===== config.mk =====
export PLATFORM = sky130hd
export DESIGN_NAME = pc_sequencer
export DESIGN_NICKNAME = d
export VERILOG_FILES = /design/src/rtl/pc_sequencer.sv
export SDC_FILE = /design/constraint.sdc
export NUM_CORES = 1
export LEC_CHECK = 0
export CORE_AREA = 2 2 39 41
export CTS_CLUSTER_DIAMETER = 120
export DETAILED_ROUTE_END_ITERATION = 10
export DIE_AREA = 0 0 41 43
export HOLD_SLACK_MARGIN = 0.02
export PLACE_DENSITY = 0.67
export SLEW_MARGIN = 40
export SYNTH_ARGS = -nofsm -noshare
export SYNTH_HDL_FRONTEND = slang
export SYNTH_SLANG_ARGS = --single-unit

===== constraint.sdc =====
create_clock -name CLK -period 1.15 [get_ports CLK]
set_clock_uncertainty 0.15 [all_clocks]
set_input_delay 0.1725 -clock CLK [delete_from_list [all_inputs] [get_ports CLK]]
set_output_delay 0.1725 -clock CLK [all_outputs]
set_load 0.02 [all_outputs]

===== src/rtl/pc_sequencer.sv =====
// ---------------------------------------------------------------------------
// pc_sequencer
//   Fetch/execute control FSM for the PC + program-ROM datapath. Drives the
//   PC controls and the stack/scratch strobes for flow-control instructions,
//   and owns the interrupt-enable flag and the interrupt-pending latch.
//   Instructions that do not change program flow assert nothing here.
//
// Ports
//   CLK, RST_N          clock (rising edge), asynchronous active-low reset
//   OPCODE_HI/LO        PROG_IR[17:13] / PROG_IR[1:0], valid in EXEC
//   C_FLAG, Z_FLAG      branch condition flags
//   INT                 level interrupt request, synchronous to CLK
//   PC_RST/LD/INC       PC reset / load from mux / increment
//   PC_MUX_SEL          PC source: IMM_SEL, STK_SEL or INT_VEC_SEL
//   SP_INCR/SP_DECR     stack pointer adjust
//   SCR_WE              scratch RAM write enable
//   SCR_DATA_SEL        0 = register data, 1 = PC (return address push)
//   SCR_ADDR_SEL        00 reg, 01 immed, 10 SP, 11 SP-1
//   FLG_SHAD_LD         save C/Z into the shadow flags
//   FLG_RESTORE         restore C/Z from the shadow flags
//   I_FLAG              interrupt-enable flag (registered)
//   INT_ACK             high during the single interrupt-entry cycle
// ---------------------------------------------------------------------------
module pc_sequencer #(
    parameter logic [1:0] INT_VEC_SEL = 2'b10,
    parameter logic [1:0] STK_SEL     = 2'b01,
    parameter logic [1:0] IMM_SEL     = 2'b00
) (
    input  logic       CLK,
    input  logic       RST_N,
    input  logic [4:0] OPCODE_HI,
    input  logic [1:0] OPCODE_LO,
    input  logic       C_FLAG,
    input  logic       Z_FLAG,
    input  logic       INT,
    output logic       PC_RST,
    output logic       PC_LD,
    output logic       PC_INC,
    output logic [1:0] PC_MUX_SEL,
    output logic       SP_INCR,
    output logic       SP_DECR,
    output logic       SCR_WE,
    output logic       SCR_DATA_SEL,
    output logic [1:0] SCR_ADDR_SEL,
    output logic       FLG_SHAD_LD,
    output logic       FLG_RESTORE,
    output logic       I_FLAG,
    output logic       INT_ACK
);

    typedef enum logic [1:0] {
        INIT  = 2'b00,
        FETCH = 2'b01,
        EXEC  = 2'b10,
        INTR  = 2'b11
    } state_t;

    // {OPCODE_HI, OPCODE_LO} codes of the flow-control instructions
    localparam logic [6:0] OP_BRN   = 7'b00100_00;
    localparam logic [6:0] OP_CALL  = 7'b00100_01;
    localparam logic [6:0] OP_BREQ  = 7'b00100_10;
    localparam logic [6:0] OP_BRNE  = 7'b00100_11;
    localparam logic [6:0] OP_BRCS  = 7'b00101_00;
    localparam logic [6:0] OP_BRCC  = 7'b00101_01;
    localparam logic [6:0] OP_RET   = 7'b01100_00;
    localparam logic [6:0] OP_SEI   = 7'b01101_00;
    localparam logic [6:0] OP_CLI   = 7'b01101_01;
    localparam logic [6:0] OP_RETID = 7'b01101_10;
    localparam logic [6:0] OP_RETIE = 7'b01101_11;

    state_t     state, state_next;
    logic       i_flag, i_flag_next;
    logic       int_pend, int_pend_next;
    logic [6:0] opcode;

    assign opcode = {OPCODE_HI, OPCODE_LO};
    assign I_FLAG = i_flag;

    // The asynchronous reset forces INIT immediately, so any stack write that
    // was being decoded in EXEC is withdrawn as soon as RST_N falls.
    always_ff @(posedge CLK or negedge RST_N) begin
        if (!RST_N) begin
            state    <= INIT;
            i_flag   <= 1'b0;
            int_pend <= 1'b0;
        end else begin
            // NOTE: non-blocking so every register samples pre-edge values;
            // the EXEC interrupt check relies on seeing last cycle's flags.
            state    <= state_next;
            i_flag   <= i_flag_next;
            int_pend <= int_pend_next;
        end
    end

    always_comb begin
        // NOTE: every output and next-state value gets a default first, so no
        // path through the case statement can infer a latch.
        state_next    = state;
        i_flag_next   = i_flag;
        int_pend_next = int_pend | INT;
        PC_RST        = 1'b0;
        PC_LD         = 1'b0;
        PC_INC        = 1'b0;
        PC_MUX_SEL    = IMM_SEL;
        SP_INCR       = 1'b0;
        SP_DECR       = 1'b0;
        SCR_WE        = 1'b0;
        SCR_DATA_SEL  = 1'b0;
        SCR_ADDR_SEL  = 2'b00;
        FLG_SHAD_LD   = 1'b0;
        FLG_RESTORE   = 1'b0;
        INT_ACK       = 1'b0;

        unique case (state)
            INIT: begin
                PC_RST     = 1'b1;
                state_next = FETCH;
            end
            FETCH: begin
                PC_INC     = 1'b1;
                state_next = EXEC;
            end
            EXEC: begin
                // Uses the registered enable, so an SEI/RETIE in this very
                // instruction only arms the interrupt for the next one.
                state_next = (int_pend && i_flag) ? INTR : FETCH;
                case (opcode)
                    OP_BRN:  PC_LD = 1'b1;
                    OP_CALL: begin
                        PC_LD        = 1'b1;
                        SP_DECR      = 1'b1;
                        SCR_WE       = 1'b1;
                        SCR_DATA_SEL = 1'b1;
                        SCR_ADDR_SEL = 2'b11;
                    end
                    OP_BREQ: PC_LD = Z_FLAG;
                    OP_BRNE: PC_LD = ~Z_FLAG;
                    OP_BRCS: PC_LD = C_FLAG;
                    OP_BRCC: PC_LD = ~C_FLAG;
                    OP_RET, OP_RETID, OP_RETIE: begin
                        PC_LD        = 1'b1;
                        PC_MUX_SEL   = STK_SEL;
                        SP_INCR      = 1'b1;
                        SCR_ADDR_SEL = 2'b10;
                        if (opcode != OP_RET) begin
                            FLG_RESTORE = 1'b1;
                            i_flag_next = (opcode == OP_RETIE);
                        end
                    end
                    OP_SEI:  i_flag_next = 1'b1;
                    OP_CLI:  i_flag_next = 1'b0;
                    default: ;
                endcase
            end
            INTR: begin
                PC_LD         = 1'b1;
                PC_MUX_SEL    = INT_VEC_SEL;
                SP_DECR       = 1'b1;
                SCR_WE        = 1'b1;
                SCR_DATA_SEL  = 1'b1;
                SCR_ADDR_SEL  = 2'b11;
                FLG_SHAD_LD   = 1'b1;
                INT_ACK       = 1'b1;
                i_flag_next   = 1'b0;
                // A request held high through this cycle is picked up again
                // on the next one rather than here.
                int_pend_next = 1'b0;
                state_next    = FETCH;
            end
            default: state_next = INIT;
        endcase
    end

endmodule


==> results.sh, run 1 <==
export IMPL_cp_top_family="simple AND/OR/NAND/NOR gates"
export IMPL_drtAntennaViolNets=0
export IMPL_postSynthCellCount=44
export IMPL_synth_most_common_cell="sky130_fd_sc_hd__nand2_1"
export IMPL_die_area_um2=1763
export IMPL_gr_total_overflow=0
export IMPL_maxCapViolations=0
export IMPL_worst_skew_pair_late_latency_ns=0.24
export IMPL_synth_top_cells_by_area="sky130_fd_sc_hd__dfrtp_1, sky130_fd_sc_hd__buf_4, sky130_fd_sc_hd__nand2_1"
export IMPL_setup_viol=15
export IMPL_worst_ir_drop_vdd_mv=1.353
export IMPL_core_um2=1384
export IMPL_detailroute_via_count=468
export IMPL_post_drt_via_cell_ratio=4.634
export IMPL_final_cell_count_no_fill=101
export IMPL_postSynthNetCount=56
export IMPL_post_synth_top_cells="sky130_fd_sc_hd__nand2_1, sky130_fd_sc_hd__nor2_1, sky130_fd_sc_hd__buf_4, sky130_fd_sc_hd__dfrtp_1, sky130_fd_sc_hd__o21ai_0"
export IMPL_timing_max_transition_violations_final=0
export IMPL_pin_count=27
export IMPL_run_status="finished with violations"
export IMPL_cts_tree="done"
export IMPL_die_height_um=43
export IMPL_criticalPathCategory="flip-flop to primary output"
export IMPL_clkSlewWorstSetupHoldPaths_ns=0.04
export IMPL_detail_route_wirelength_mm=1.141
export IMPL_fp_row_count=14
export IMPL_share_of_cells_above_drive_strength_1_pct=65.88
export IMPL_tritoncts_num_buffers=3
export IMPL_asyncSetResetFlopFracSynth_pct=100.0
export IMPL_synthesis_area_per_instance_um2=7.621
export IMPL_grt_usage_pct=14.20
export IMPL_synth_enable_flop_cells=0
export IMPL_synth_area_leader_cell="sky130_fd_sc_hd__dfrtp_1"
export IMPL_rsz0062_at_grt="true"
export IMPL_tightest_pin_transition_ns=0.2283
export IMPL_worst_endpoint_arrival_ns=1.27
export IMPL_drt_first_pass_iters=2
export IMPL_power_leakage_nw=0.4515
export IMPL_cell_with_the_biggest_individual_delay_on_the_critical_path="sky130_fd_sc_hd__dfrtp_1"
export IMPL_detailed_place_area_um2=759.5
export IMPL_cts_buffer_depth=2
export IMPL_final_cell_area_um2=890.9
export IMPL_critical_path_startpoint_type="flip-flop"
export IMPL_design_final_nets=98
export IMPL_clock_root_buffer="sky130_fd_sc_hd__clkbuf_4"
export IMPL_fin_setup_tns_ns=-5.022
export IMPL_final_critical_path_setup_slack_ns=-0.4386
export IMPL_failing_checks="negative setup slack"
export IMPL_timing_critical_path_cells="and4bb_4 > nand2_4 > a211oi_4 > buf_6"
export IMPL_ys_seq_area_share_pct=29.85
export IMPL_final_replace_weighted_congestion=0.6609
export IMPL_dpl_hpwl_um=790
export IMPL_detailedRoute_firstIterationViolations=2
export IMPL_antenna_diode_count=0
export IMPL_die_w_um=41
export IMPL_hold_path_class="input pin to flip-flop"
export IMPL_antenna_found_initial=0
export IMPL_start_util_pct=24.23
export IMPL_cts_num_sinks=4
export IMPL_yosysWarningCount=0
export IMPL_timing_fmax_mhz=629.5
export IMPL_critical_path_data_required_time_ns=0.83
export IMPL_pwr_density_cell_nw_per_um2=1827
export IMPL_grt_start_max_net_pins=6
export IMPL_period_needed_ns=1.589
export IMPL_synth_flop_cell="sky130_fd_sc_hd__dfrtp_1"
export IMPL_drc=0
export IMPL_syn_to_final_growth_pct=165.7
export IMPL_max_slew_margin_pct=84.78
export IMPL_delay_of_the_slowest_cell_on_the_worst_path_ns=0.34
export IMPL_totalPowerFinal_mw=1.628
export IMPL_post_synth_num_cell_types=21
export IMPL_drt_wirelength_per_cell_um=11.30
export IMPL_grt_pass1_vias=440
export IMPL_dp_slack_ns=-1.138
export IMPL_post_synth_top_area_share_pct=29.85
export IMPL_io_buffers=26
export IMPL_critical_path_max_fanout=4
export IMPL_mappedNetlistArea_um2=335.3
export IMPL_synth_seq_cells=4
export IMPL_hold_viol=0
export IMPL_first_pass_grt_wire_length_mm=1.662
export IMPL_cp_end_kind="primary output"
export IMPL_worst_path_buf_inv=1
export IMPL_dp_cells=93
export IMPL_fin_crit_sh_pct=138.1
export IMPL_htree_levels=1
==> worst paths after layout <==
path	depth (start not counted)	slack (ns)	endpoint	start
worst max-delay path	4	-0.44	SP_INCR	state[1]
worst min-delay path	5	0.31	I_FLAG	OPCODE_LO[0]
worst max register to register	5	-0.16	I_FLAG	state[1]
worst min register to register	2	0.36	int_pend	int_pend
max in group asynchronous	2	0.15	state[0]	RST_N
min in group asynchronous	2	0.52	state[1]	RST_N
==> worst reg2reg max path: cells and delay by family, from the launching register on <==
kind          cells  cell delay, ns
flops             1            0.37
simple gates      3            0.35
mux               1            0.19
buf+inv           1            0.14
==> per-stage QoR <==
step	hold slack (ns)	util, %
2_1_floorplan	-0.2731	-
3_3_place_gp	0.2305	54.88
3_5_place_dp	0.2333	54.88
4_1_cts	0.3086	62.93
5_1_grt	0.3131	64.38
6_report	0.3142	64.38
==> layout by cell type (no fill, tap or decap) <==
cell | Yosys | routed
sky130_fd_sc_hd__mux2i_1 | 1 | 1
sky130_fd_sc_hd__a21oi_2 | 0 | 1
sky130_fd_sc_hd__inv_1 | 2 | 1
sky130_fd_sc_hd__nand4b_1 | 1 | 1
sky130_fd_sc_hd__nor2_1 | 6 | 5
sky130_fd_sc_hd__nand2_1 | 8 | 3
sky130_fd_sc_hd__inv_4 | 0 | 1
sky130_fd_sc_hd__o21ai_2 | 0 | 2
sky130_fd_sc_hd__xnor2_1 | 1 | 1
sky130_fd_sc_hd__clkbuf_1 | 0 | 1
sky130_fd_sc_hd__nor2_4 | 0 | 1
sky130_fd_sc_hd__nand2b_4 | 0 | 1
sky130_fd_sc_hd__nand2_8 | 0 | 1
sky130_fd_sc_hd__dlygate4sd3_1 | 0 | 1
sky130_fd_sc_hd__nand3_2 | 0 | 1
sky130_fd_sc_hd__clkdlybuf4s50_1 | 0 | 4
sky130_fd_sc_hd__o21ai_1 | 1 | 2
sky130_fd_sc_hd__or3_4 | 1 | 1
sky130_fd_sc_hd__a22oi_1 | 1 | 1
sky130_fd_sc_hd__buf_4 | 4 | 9
sky130_fd_sc_hd__dfrtp_1 | 4 | 3
sky130_fd_sc_hd__clkbuf_2 | 0 | 2
sky130_fd_sc_hd__buf_6 | 0 | 15
sky130_fd_sc_hd__buf_12 | 0 | 2
sky130_fd_sc_hd__nor2b_4 | 0 | 1
sky130_fd_sc_hd__dfrtp_2 | 0 | 1
sky130_fd_sc_hd__buf_2 | 0 | 4
sky130_fd_sc_hd__nor3_4 | 0 | 2
sky130_fd_sc_hd__and4bb_4 | 0 | 1
sky130_fd_sc_hd__clkbuf_4 | 0 | 3
sky130_fd_sc_hd__dlygate4sd2_1 | 0 | 4
sky130_fd_sc_hd__a211oi_4 | 0 | 2
sky130_fd_sc_hd__nor3b_1 | 1 | 1
sky130_fd_sc_hd__a21boi_4 | 0 | 1
sky130_fd_sc_hd__nand2_4 | 0 | 4
==> registers in the layout (all words and copies together) (netlist names) <==
signal,count
state,2
int_pend,1
I_FLAG,1
==> metal layers <==
metal	vias to the layer above	global-route usage, %	routed length [um]
li1	231	-	-
met1	221	12.66	406
met2	14	25.00	655
met3	2	3.665	70
met4	0	10.00	8
met5	-	0	0
==> report_power, final <==
group	internal [mW]	switching, mW	leakage [nW]
Combinational	0.584	0.637	0.390
Clock	0.130	0.0602	0.0150
Sequential	0.191	0.0256	0.0463
==> cells by family (layout without fill, tap and decap cells) <==
group                  Yosys count  in the layout  synth area share (%)
flip-flops                       4              4                 29.85
buffers and inverters            6             47                 11.20
AND/OR/NAND/NOR                 23             23                 35.82
AO/OA/AOI/OAI                    9              9                 17.53
XOR/XNOR                         1              1                 2.612
multiplexers                     1              1                 2.985
==> final cells by class <==
type / instances / area (um^2)
Clock buffer: 4 / 26.28
Tap cell: 16 / 20.02
Multi-Input combinational cell: 34 / 341.6
Fill cell: 121 / 493.0
Inverter: 2 / 10.01
Timing Repair Buffer: 41 / 391.6
Sequential cell: 4 / 101.3
==> what timing repair did <==
| action | 4_1_cts | 5_1_grt |
|---|---|---|
| hold buffers | 1 | 0 |
| endpoints found under the setup margin | 17 | 16 |
| resized for setup | 110 | 13 |
| setup buffers | 3 | 1 |
| endpoints found under the hold margin | 4 | 0 |
| pin swaps | 11 | 10 |
No activity file was read; power rests on OpenSTA's default activity.
==> inputs of run 2 (changes only) <==
Settings changed: CORE_AREA 2 2 39 41 to unset, CORE_MARGIN set to 1, CORE_UTILIZATION set to 25, DIE_AREA 0 0 41 43 to unset.
==> results.sh, run 2 (synthesis results as in run 1) <==
export IMPL_run_status="finished with violations"
export IMPL_failing_checks="negative setup slack"
export IMPL_criticalPathCategory="flip-flop to primary output"
export IMPL_rsz0062_at_grt="true"
export IMPL_r2r_start="state[1]"
export IMPL_critical_path_data_required_time_ns=0.83
export IMPL_syn_to_final_growth_pct=159.7
export IMPL_drtAntennaViolNets=0
export IMPL_dpl_hpwl_um=783.1
export IMPL_final_hold_worst_slack_ns=0.1727
export IMPL_multi_input_area_um2=321.6
export IMPL_startpoint="state[1]"
export IMPL_design_final_nets=99
export IMPL_final_critical_path_setup_slack_ns=-0.4643
export IMPL_clkSlewWorstSetupHoldPaths_ns=0.05
export IMPL_pwr_density_cell_nw_per_um2=1944
export IMPL_detailedRoute_firstIterationViolations=3
export IMPL_die_height_um=38.63
export IMPL_maxCapViolations=0
export IMPL_first_pass_grt_wire_length_mm=1.621
export IMPL_gr_total_overflow=0
export IMPL_worst_endpoint_arrival_ns=1.29
export IMPL_max_slew_margin_pct=86.58
export IMPL_detailroute_via_count=455
export IMPL_cts_buffer_depth=2
export IMPL_tightest_pin_transition_ns=0.1992
export IMPL_grt_start_max_net_pins=6
export IMPL_fin_setup_tns_ns=-5.581
export IMPL_io_buffers=26
export IMPL_die_area_um2=1492
export IMPL_hold_viol=0
export IMPL_worstHoldPathCells=4
export IMPL_drc=0
export IMPL_detailed_place_area_um2=752.0
export IMPL_r2r_path_end="I_FLAG"
export IMPL_largest_register="state"
export IMPL_cts_num_sinks=4
export IMPL_core_um2=1171
export IMPL_tritoncts_num_buffers=3
export IMPL_leading_cell_type_in_the_layout_fill_and_taps_excluded="sky130_fd_sc_hd__buf_4"
export IMPL_n_fill_cell=89
export IMPL_most_heavily_used_metal_layer_in_global_routing="met2"
export IMPL_hold_path_class="input pin to flip-flop"
export IMPL_cp_end_kind="primary output"
export IMPL_antenna_found_initial=0
export IMPL_start_util_pct=28.63
export IMPL_layout_common_cells="sky130_fd_sc_hd__buf_4, sky130_fd_sc_hd__buf_6"
export IMPL_reg2reg_depth=6
export IMPL_dp_slack_ns=-1.163
export IMPL_pin_count=27
export IMPL_groute_layer_met3_usage_pct=6.936
export IMPL_period_needed_ns=1.614
export IMPL_global_route_usage_met1_pct=19.64
export IMPL_final_cell_area_um2=870.8
export IMPL_cts_tree="done"
export IMPL_die_w_um=38.63
export IMPL_worst_skew_pair_late_latency_ns=0.25
export IMPL_grt_pass1_vias=399
export IMPL_post_drt_via_cell_ratio=4.550
export IMPL_dp_cells=92
export IMPL_power_leakage_nw=0.4243
export IMPL_number_of_flip_flops_in_the_largest_register=2
export IMPL_final_cell_count_no_fill=100
export IMPL_fin_crit_sh_pct=140.4
export IMPL_drt_first_pass_iters=2
export IMPL_worst_r2r_setup_slack_ns=-0.27
export IMPL_critical_path_max_fanout=5
export IMPL_setup_viol=16
export IMPL_globalRouteMet2Util_pct=26.25
export IMPL_critical_path_startpoint_type="flip-flop"
export IMPL_register_area_um2=101.3
export IMPL_share_of_cells_above_drive_strength_1_pct=66.28
export IMPL_worst_ir_drop_vdd_mv=1.331
export IMPL_timing_max_transition_violations_final=0
export IMPL_setup_worst_path_end="SP_INCR"
export IMPL_drt_wirelength_per_cell_um=10.90
export IMPL_grt_usage_pct=16.77
export IMPL_fp_row_count=12
export IMPL_clock_root_buffer="sky130_fd_sc_hd__clkbuf_4"
export IMPL_detail_route_wirelength_mm=1.090
export IMPL_final_replace_weighted_congestion=0.6616
export IMPL_antenna_diode_count=0
export IMPL_htree_levels=1
export IMPL_timing_fmax_mhz=619.5
## run 2: timing repair
item	CTS	global route
cloned	0	0
resized for setup	107	16
hold endpoints to repair	4	0
setup buffers	1	2
pin swaps	8	5
hold buffers	1	0
endpoints found under the setup margin	17	17
## run 2: layout make-up
type                    count  area share, %
repair buffers             42          44.97
multi-input cells          34          36.93
flip-flops and latches      4          11.64
clock buffers               4          3.017
well taps                  14          2.011
inverters                   2          1.437
## run 2: per-layer routing
metal	vias up	share of wire [%]
met5	-	0
li1	231	-
met3	2	5.0
met2	18	52
met4	0	1.7
met1	204	41
## run 2: worst max-delay path, stage by stage, from the launching register on
cell and delay, ns:
sky130_fd_sc_hd__dfrtp_1 0.34, sky130_fd_sc_hd__and4bb_4 0.29, sky130_fd_sc_hd__nand2_4 0.09, sky130_fd_sc_hd__a211oi_4 0.16, sky130_fd_sc_hd__buf_6 0.14
## run 2: report_power, final
| part | switching, mW | internal (mW) | total, mW | leakage [nW] |
|---|---|---|---|---|
| clock network | 0.0724 | 0.131 | 0.203 | 0.0150 |
| logic | 0.660 | 0.615 | 1.27 | 0.363 |
| registers | 0.0241 | 0.191 | 0.215 | 0.0463 |
## run 2: how the worst min path moves through the flow
stage	slack, ns	from	endpoint
after CTS	0.16	OPCODE_HI[0]	I_FLAG
after global routing	0.19	OPCODE_HI[0]	I_FLAG
after floorplan	-0.27	RST_N	I_FLAG
after global placement	0.24	RST_N	state[1]
after detailed placement	0.25	RST_N	state[1]
final	0.17	OPCODE_HI[0]	I_FLAG
## run 2: metrics by stage
step / power, mW / utilization, %
2_1_floorplan: 0.8451 / -
5_1_grt: 1.782 / 74.36
3_3_place_gp: 1.301 / 64.21
6_report: 1.693 / 74.36
4_1_cts: 1.521 / 69.23
3_5_place_dp: 1.304 / 64.21
==> inputs of run 3 (changes only) <==
Settings changed: DONT_BUFFER_PORTS set to 1, PLACE_DENSITY 0.67 to unset.
==> results.sh, run 3 (synthesis results as in run 1) <==
export IMPL_final_hold_worst_slack_ns=0.04261
export IMPL_grt_usage_pct=15.14
export IMPL_grt_start_max_net_pins=8
export IMPL_cts_tree="done"
export IMPL_layout_common_cells="sky130_fd_sc_hd__buf_6, sky130_fd_sc_hd__nor2_1, sky130_fd_sc_hd__buf_4"
export IMPL_die_area_um2=1492
export IMPL_cts_buffer_depth=2
export IMPL_rsz0062_at_grt="true"
export IMPL_power_share_combinational_pct=71.3
export IMPL_period_needed_ns=1.561
export IMPL_clkSlewWorstSetupHoldPaths_ns=0.05
export IMPL_detailedRoute_firstIterationViolations=8
export IMPL_n_fill_cell=95
export IMPL_first_pass_grt_wire_length_mm=1.455
export IMPL_number_of_flip_flops_in_the_largest_register=2
export IMPL_worst_endpoint_arrival_ns=1.24
export IMPL_setup_viol=15
export IMPL_design_final_nets=72
export IMPL_fin_setup_tns_ns=-4.762
export IMPL_final_replace_weighted_congestion=0.7224
export IMPL_largest_register="state"
export IMPL_worst_skew_pair_late_latency_ns=0.25
export IMPL_start_util_pct=28.63
export IMPL_detailroute_via_count=362
export IMPL_htree_levels=1
export IMPL_hold_path_class="input pin to flip-flop"
export IMPL_clock_power_share_pct=13.5
export IMPL_final_critical_path_setup_slack_ns=-0.4114
export IMPL_hold_path_startpoint="OPCODE_HI[3]"
export IMPL_startpoint="state[1]"
export IMPL_leading_cell_type_in_the_layout_fill_and_taps_excluded="sky130_fd_sc_hd__buf_6"
export IMPL_syn_to_final_growth_pct=101.9
export IMPL_cts_num_sinks=4
export IMPL_timing_fmax_mhz=640.5
export IMPL_gr_total_overflow=0
export IMPL_pwr_density_cell_nw_per_um2=2172
export IMPL_critical_path_max_fanout=3
export IMPL_critical_path_data_required_time_ns=0.83
export IMPL_max_slew_margin_pct=66.75
export IMPL_dp_cells=65
export IMPL_antenna_found_initial=0
export IMPL_criticalPathCategory="flip-flop to primary output"
export IMPL_timing_critical_path_cells="and4bb_4 > nand2_4 > a211oi_4"
export IMPL_cell_with_the_biggest_individual_delay_on_the_critical_path="sky130_fd_sc_hd__dfrtp_1"
export IMPL_final_cell_count_no_fill=73
export IMPL_failing_checks="negative setup slack"
export IMPL_critical_path_startpoint_type="flip-flop"
export IMPL_io_buffers=0
export IMPL_timing_max_transition_violations_final=0
export IMPL_fin_crit_sh_pct=135.8
export IMPL_hold_viol=0
export IMPL_dp_slack_ns=-0.2018
export IMPL_die_height_um=38.63
export IMPL_power_leakage_nw=0.2863
export IMPL_tritoncts_num_buffers=3
export IMPL_pin_count=27
export IMPL_drtAntennaViolNets=0
export IMPL_cp_end_kind="primary output"
export IMPL_cellInternalPower_mw=0.7682
export IMPL_maxCapViolations=0
export IMPL_worst_ir_drop_vdd_mv=1.251
export IMPL_detail_route_wirelength_um=956
export IMPL_run_status="finished with violations"
export IMPL_drt_first_pass_iters=4
export IMPL_fp_row_count=12
export IMPL_share_of_cells_above_drive_strength_1_pct=61.02
export IMPL_die_w_um=38.63
export IMPL_dpl_hpwl_um=714.4
export IMPL_post_drt_via_cell_ratio=4.959
export IMPL_drc=0
export IMPL_tightest_pin_transition_ns=0.4960
export IMPL_core_um2=1171
export IMPL_power_net_switching_mw=0.7024
export IMPL_drt_wirelength_per_cell_um=13.10
export IMPL_r2r_start="state[1]"
export IMPL_seq_power_share_pct=15.1
export IMPL_clock_root_buffer="sky130_fd_sc_hd__clkbuf_4"
export IMPL_delay_of_the_slowest_cell_on_the_worst_path_ns=0.34
export IMPL_final_cell_area_um2=676.9
export IMPL_detailed_place_area_um2=496.7
export IMPL_swShare_pct=47.76
export IMPL_grt_pass1_vias=353
export IMPL_antenna_diode_count=0
## run 3: area by class of cell
| class | instances | area (um^2) | area share, % |
|---|---|---|---|
| Multi-Input combinational cell | 34 | 344.1 | 50.83 |
| Timing Repair Buffer | 15 | 177.7 | 26.25 |
| Sequential cell | 4 | 101.3 | 14.97 |
| Clock buffer | 4 | 26.28 | 3.882 |
| Tap cell | 14 | 17.52 | 2.588 |
| Inverter | 2 | 10.01 | 1.479 |
## run 3: worst paths after layout
kind / to / slack [ns] / cells after the start
max: PC_MUX_SEL[0] / -0.41 / 3
min: I_FLAG / 0.04 / 3
max reg2reg: I_FLAG / -0.20 / 5
min reg2reg: int_pend / 0.34 / 2
max in group asynchronous: state[0] / 0.58 / 1
min in group asynchronous: state[1] / 0.06 / 1
## run 3: critical path: cells and delay by family (launching register included)
kind,cells,cell delay (ns)
and+or+nand+nor,2,0.38
AOI/OAI and AO/OA,1,0.27
DFF,1,0.34
## run 3: timing repair
action,in CTS,in global routing
buffers inserted,2,1
gates resized for setup,19,7
hold endpoints to repair,5,0
hold buffers,2,0
pin swaps,6,6
endpoints found under the setup margin,15,15
cloned,0,0
## run 3: metrics by stage
stage	power, mW	utilization [%]
after floorplan	0.8451	-
after global placement	1.043	42.41
after detailed placement	1.055	42.41
after CTS	1.480	55.45
after global routing	1.547	57.80
final	1.471	57.80
## run 3: power by group through the flow
stage / Combinational (mW) / Sequential, mW / Clock [mW]
after floorplan: 0.594 / 0.251 / 0
after global placement: 0.824 / 0.219 / 0
after detailed placement: 0.833 / 0.222 / 0
after CTS: 1.05 / 0.222 / 0.209
after global routing: 1.10 / 0.226 / 0.221
final: 1.05 / 0.223 / 0.199
## run 3: routing by layer
metal  global-route usage, %  vias to the layer above  part of all wire [%]  wire (um)
li1                        -                      178                     -          -
met1                   15.55                      165                    41        392
met2                   22.92                       19                    48        458
met3                   8.671                        0                    11        105
met4                   10.34                        0                     0          0
met5                       0                        -                     0          0
